--- config.mk ---
export PLATFORM = sky130hd
export DESIGN_NAME = uart_tx_fifo_flat
export DESIGN_NICKNAME = d
export VERILOG_FILES = /design/src/rtl/uart_tx_fifo_if.sv /design/src/rtl/uart_tx_fifo.sv /design/src/flat_wrapper.sv
export SDC_FILE = /design/constraint.sdc
export NUM_CORES = 1
export LEC_CHECK = 0
export CORE_ASPECT_RATIO = 0.6
export CORE_UTILIZATION = 29
export CTS_CLUSTER_DIAMETER = 60
export DETAILED_ROUTE_END_ITERATION = 8
export PLACE_DENSITY_LB_ADDON = 0.12
export SLEW_MARGIN = 20
export SYNTH_ARGS = -nofsm -noshare
export SYNTH_HDL_FRONTEND = slang
export SYNTH_SLANG_ARGS = --single-unit
--- constraint.sdc ---
create_clock -name clock_50_b7a -period 2 [get_ports clock_50_b7a]
set_input_delay 0.2 -clock clock_50_b7a [delete_from_list [all_inputs] [get_ports clock_50_b7a]]
set_output_delay 0.2 -clock clock_50_b7a [all_outputs]
set_load 0.01 [all_outputs]
--- src/rtl/uart_tx_fifo_if.sv ---
// Write-side bus of the console UART transmitter.
//   wr_data : byte to enqueue
//   wr_en   : enqueue strobe, sampled on the rising clock edge
//   full    : FIFO holds DEPTH entries (registered-state decode)
//   empty   : FIFO holds no entries (registered-state decode)
// master = producer (CPU/debug logic), slave = uart_tx_fifo.
interface uart_tx_fifo_if;
  logic [7:0] wr_data;
  logic       wr_en;
  logic       full;
  logic       empty;

  modport master (
    output wr_data,
    output wr_en,
    input  full,
    input  empty
  );

  modport slave (
    input  wr_data,
    input  wr_en,
    output full,
    output empty
  );
endinterface

--- src/rtl/uart_tx_fifo.sv ---
// 8N1 UART transmitter with a small write FIFO (serial console TX path).
// Ports:
//   clock_50_b7a : system clock, rising edge
//   reset        : asynchronous, active-high; aborts any frame in flight
//   wif          : write bus (wr_data, wr_en in; full, empty out)
//   busy         : shifter is in START, DATA or STOP
//   tx           : serial line, idle high, driven from a flop
module uart_tx_fifo #(
  parameter int unsigned CLK_HZ     = 50000000,
  parameter int unsigned BAUD       = 115200,
  parameter int unsigned DEPTH_LOG2 = 2
) (
  input  logic           clock_50_b7a,
  input  logic           reset,
  uart_tx_fifo_if.slave  wif,
  output logic           busy,
  output logic           tx
);

  localparam int unsigned CLKS_PER_BIT = CLK_HZ / BAUD;
  localparam int unsigned DEPTH        = 1 << DEPTH_LOG2;
  localparam int unsigned LVL_W        = DEPTH_LOG2 + 1;
  localparam int unsigned CNT_W        = (CLKS_PER_BIT > 1) ? $clog2(CLKS_PER_BIT) : 1;
  localparam logic [CNT_W-1:0] BIT_END = CNT_W'(CLKS_PER_BIT - 1);

  typedef enum logic [1:0] {
    IDLE,
    START,
    DATA,
    STOP
  } state_t;

  logic [7:0]            mem [DEPTH];
  logic [DEPTH_LOG2-1:0] wptr;
  logic [DEPTH_LOG2-1:0] rptr;
  logic [LVL_W-1:0]      count;
  state_t                state;
  logic [CNT_W-1:0]      baud_cnt;
  logic [2:0]            bit_idx;
  logic [7:0]            shift;
  logic                  push;
  logic                  pop;
  logic                  bit_end;

  // full is judged on pre-edge state, so a push while full is dropped even if a pop happens
  assign push      = wif.wr_en && !wif.full;
  assign pop       = (state == IDLE) && !wif.empty;
  assign bit_end   = (baud_cnt == BIT_END);
  assign wif.full  = (count == LVL_W'(DEPTH));
  assign wif.empty = (count == '0);

  // FIFO storage; contents need no reset because pointers and count do
  always_ff @(posedge clock_50_b7a) begin
    if (push) begin
      mem[wptr] <= wif.wr_data;
    end
  end

  // FIFO bookkeeping and the serializer
  always_ff @(posedge clock_50_b7a or posedge reset) begin
    if (reset) begin
      wptr     <= '0;
      rptr     <= '0;
      count    <= '0;
      state    <= IDLE;
      baud_cnt <= '0;
      bit_idx  <= '0;
      shift    <= '0;
      busy     <= 1'b0;
      tx       <= 1'b1;
    end else begin
      if (push) begin
        wptr <= wptr + DEPTH_LOG2'(1);
      end
      if (pop) begin
        rptr <= rptr + DEPTH_LOG2'(1);
      end
      if (push && !pop) begin
        count <= count + LVL_W'(1);
      end else if (!push && pop) begin
        count <= count - LVL_W'(1);
      end

      // tx/busy are loaded alongside each state change so they line up with the new state
      case (state)
        IDLE: begin
          if (pop) begin
            shift    <= mem[rptr];
            baud_cnt <= '0;
            state    <= START;
            busy     <= 1'b1;
            tx       <= 1'b0;
          end else begin
            busy     <= 1'b0;
            tx       <= 1'b1;
          end
        end
        START: begin
          if (bit_end) begin
            baud_cnt <= '0;
            bit_idx  <= '0;
            state    <= DATA;
            tx       <= shift[0];
          end else begin
            baud_cnt <= baud_cnt + CNT_W'(1);
          end
        end
        DATA: begin
          if (bit_end) begin
            baud_cnt <= '0;
            shift    <= shift >> 1;
            if (bit_idx == 3'd7) begin
              state <= STOP;
              tx    <= 1'b1;
            end else begin
              bit_idx <= bit_idx + 3'd1;
              tx      <= shift[1];
            end
          end else begin
            baud_cnt <= baud_cnt + CNT_W'(1);
          end
        end
        STOP: begin
          if (bit_end) begin
            baud_cnt <= '0;
            state    <= IDLE;
            busy     <= 1'b0;
            tx       <= 1'b1;
          end else begin
            baud_cnt <= baud_cnt + CNT_W'(1);
          end
        end
        default: begin
          state <= IDLE;
          busy  <= 1'b0;
          tx    <= 1'b1;
        end
      endcase
    end
  end

endmodule

--- src/flat_wrapper.sv ---
// flat-port wrapper written by rule: the top's interface ports become plain ports
module uart_tx_fifo_flat 
#(
  parameter int unsigned CLK_HZ     = 50000000,
  parameter int unsigned BAUD       = 115200,
  parameter int unsigned DEPTH_LOG2 = 2
)
  (clock_50_b7a, reset, busy, tx, wif_wr_data, wif_wr_en, wif_full, wif_empty);
  uart_tx_fifo_if wif_i ();
  input  logic clock_50_b7a;
  input  logic reset;
  output logic busy;
  output logic tx;
  input wire logic [$bits(wif_i.wr_data)-1:0] wif_wr_data;
  input wire logic [$bits(wif_i.wr_en)-1:0] wif_wr_en;
  output wire logic [$bits(wif_i.full)-1:0] wif_full;
  output wire logic [$bits(wif_i.empty)-1:0] wif_empty;
  assign wif_i.wr_data = wif_wr_data;
  assign wif_i.wr_en = wif_wr_en;
  assign wif_full = wif_i.full;
  assign wif_empty = wif_i.empty;
  uart_tx_fifo #(.CLK_HZ(CLK_HZ), .BAUD(BAUD), .DEPTH_LOG2(DEPTH_LOG2)) u_core (.clock_50_b7a(clock_50_b7a), .reset(reset), .wif(wif_i), .busy(busy), .tx(tx));
endmodule
==> impl_results.md <==
* Pwr dens at roughly 1600 nW/um^2
* Initial antenna violation count at 0
* Yosys cell types at between 40 and 50
* Commonest cells after routing, fill and taps aside: edfxtp_1, buf_4, dfrtp_1
* Nets at 297
* Storage cell area at 1740 sq um
* Slowest CP cell: fa_2
* CP required at 2.21 ns
* Routability cong. at between 0.7 and 0.8
* First-pass GRT wire length at around 10 mm
* Starting Density at between 20% and 30%
* Syn Nets at between 200 and 300
* Num Clock Sinks at 63
* Largest area contributor in the netlist: edfxtp_1
* Fin. Hold Viols at 0
* Fin crit period at approximately 1.9 ns
* Register area share after synthesis at between 50% and 60%
* Cell Area, Synth at slightly below 3000 sq um
* Yosys top cell area share at roughly a third
* Cells after synthesis at around 230
* Worst skew pair latency at ~0.33 ns
* ANT nets after route at 0
* Final setup fails at 0
* Share of cells above drive strength 1 at around 28%
* Cell Area, Placed at between 3000 and 4000 sq um
* Max_cap viols at 0
* Avg Inst Size Synth at approximately 13 sq um
* Avg WL per Cell at approximately 14 microns
* Final setup margin at 0.0957 ns
* Router iterations before antenna repair at 4
* Clock root buffer: clkbuf_16
* CTS tree: done
* DIE WIDTH at 132 microns
* Startpoint types: flip-flop
* Most common cell after layout, fill and taps aside: edfxtp_1
* Post-synth top flop: edfxtp_1
* Core area at ~9900 sq um
* CP bufs+invs at 3
* Util after Layout at ~40%
* Row count at 28
* Seq cells post-synth at 63
* Port bufs at 14
* Hold Buf Count CTS at 0
* CP Cell Sequence: inv_2 -> ha_4 -> nor2b_2 -> inv_2 -> ha_4 -> inv_1 -> fa_2 -> mux2_2
* EDFF count, synth at 32
* Outcome: completed
* LEAKAGE at 1.55 nW
* Worst setup EP type: flip-flop
* I/O pins at 15
* Worst Tran Pin Value at between 0.4 and 0.5 ns
* Synth warn at 0
* H-Tree Depth at 3
* Largest net degree at the start of global routing at 32
* Fill cells at 971
* Max Freq at approximately 530 MHz
* Arrival time worst endpoint at around 2.1 ns
* First DRT Iteration DRCs at 92
* Post-route cell area at approximately 3800 sq um
* Number of global-route vias before repair at 1,880
* Clock buffer depth at 2
* Reg clk slew, reported paths at roughly 0.060 ns
* Worst IR drop on VDD at between 0.6 and 0.7 mV
* Multi-input gate area at 1190 sq um
* Drt via density at ~4.5
* Fin. max-slew vios at 0
* Die height at around 80 microns
* Largest cells by area after synthesis: edfxtp_1, dfrtp_1, ha_1
* Final period util at a little over nine tenths
* Area delta synth->final at 30.3%
* Worst hold path type: input port to asynchronous set/reset pin
* R2R setup slack at 0.1 ns
* Die area at approximately 11,000 sq um
* Congestion Overflow GR at 0
* Rel. slew slack at a little under three quarters
* TritonCTS buffer count at 9
* Overall Global Routing Usage at about an eighth
* DR vias at between 1.5k and 2k
* RSZ-0062 raised after global routing: false
* Crit Path Max Fanout at 3
* Final WL at around 5.9 mm
* Total power at 6.13 mW
* Final HPWL DP at roughly 4.2 mm
* Skew final at about 0.0064 ns
* Diode count at 0
* Crit path max-delay family: adder cells
* Max stage delay on crit path at roughly 0.44 ns
* Pre-CTS WS at -0.0604 ns
* Crit Path Class: flip-flop to flip-flop
* # DRC at 0
* Post-synth ARST share at between 40% and 50%
final timing paths:
path,cells past startpoint,endpoint,startpoint
max reg2reg,8,u_core.count[1],u_core.state[0]
min in group clock_50_b7a,1,u_core.shift[4],u_core.shift[4]
min reg2reg,1,u_core.shift[4],u_core.shift[4]
min,3,u_core.state[0],reset
max,8,u_core.count[1],u_core.state[0]
max in group asynchronous,3,u_core.tx,reset
cell usage after synthesis (all sizes together), types with 2 or more instances:
master,instances
a211oi,8
a21oi,4
a221oi,7
a22o,3
and2,4
buf,3
clkbuf,4
dfrtp,30
edfxtp,32
ha,14
inv,16
mux2,9
mux2i,8
nand2,9
nand3,5
nor2,13
nor2b,11
nor3,5
nor3b,2
nor4b,2
o21ai,7
or2,2
xnor2,10
xor2,2
final cells by class:
type / count / area share, %
Clock buffer: 11 / 6.31
Clock inverter: 5 / 2.11
Inverter: 16 / 1.56
Multi-Input combinational cell: 139 / 30.9
Sequential cell: 63 / 45.3
Tap cell: 135 / 4.39
Timing Repair Buffer: 42 / 9.43
flip-flops by register name, indices dropped and copies added, names as in the netlist:
name	flops
u_core.rptr	2
u_core.state	2
u_core.mem	32
u_core.count	3
u_core.baud_cnt	9
u_core.bit_idx	3
u_core.busy	1
u_core.shift	8
u_core.wptr	2
u_core.tx	1
per-layer routing:
| layer | routed length (microns) | GRT usage, % | part of all wire (%) | vias up |
|---|---|---|---|---|
| met5 | 0 | 0 | 0 | - |
| met3 | 201 | 4.73 | 3.4 | 6 |
| met2 | 2340 | 17.3 | 40 | 23 |
| met1 | 3290 | 19.0 | 56 | 894 |
| met4 | 59 | 5.52 | 1.0 | 0 |
| li1 | - | - | - | 916 |
stage by stage:
step	hold WS (ns)	setup TNS, ns	instances
floorplan	0.299	0	225
global placement	0.493	-0.0226	394
detailed placement	0.501	-0.0604	394
CTS	0.281	0	410
global route	0.332	0	411
finish	0.266	0	411
power breakdown:
part | leakage, nW | internal [mW] | switching [mW]
Clock | 0.156 | 1.12 | 0.553
Combinational | 0.718 | 1.26 | 1.18
Sequential | 0.673 | 1.78 | 0.239
Total | 1.55 | 4.16 | 1.97
worst reg2reg max path, cell delays in order, from the launching register on:
cell	delay, ns
dfrtp_1	0.39
inv_2	0.10
ha_4	0.13
nor2b_2	0.16
inv_2	0.07
ha_4	0.15
inv_1	0.08
fa_2	0.44
mux2_2	0.27
cells by family (layout without fill, tap and decap cells):
logic type	after synthesis	count (layout)	synth area share, %
mux	18	18	6.91
xor+xnor	12	12	3.56
flops	63	63	58.9
buf+inv	23	74	3.26
compound gates	35	35	8.90
simple gates	59	59	11.9
fa+ha+maj	15	15	6.61
timing repair:
action / CTS / global route
pin swaps: 0 / 5
buffers inserted: 0 / 1
resized for setup: 1 / 7
setup endpoints to repair: 1 / 4
No activity file was read; power rests on OpenSTA's default activity.
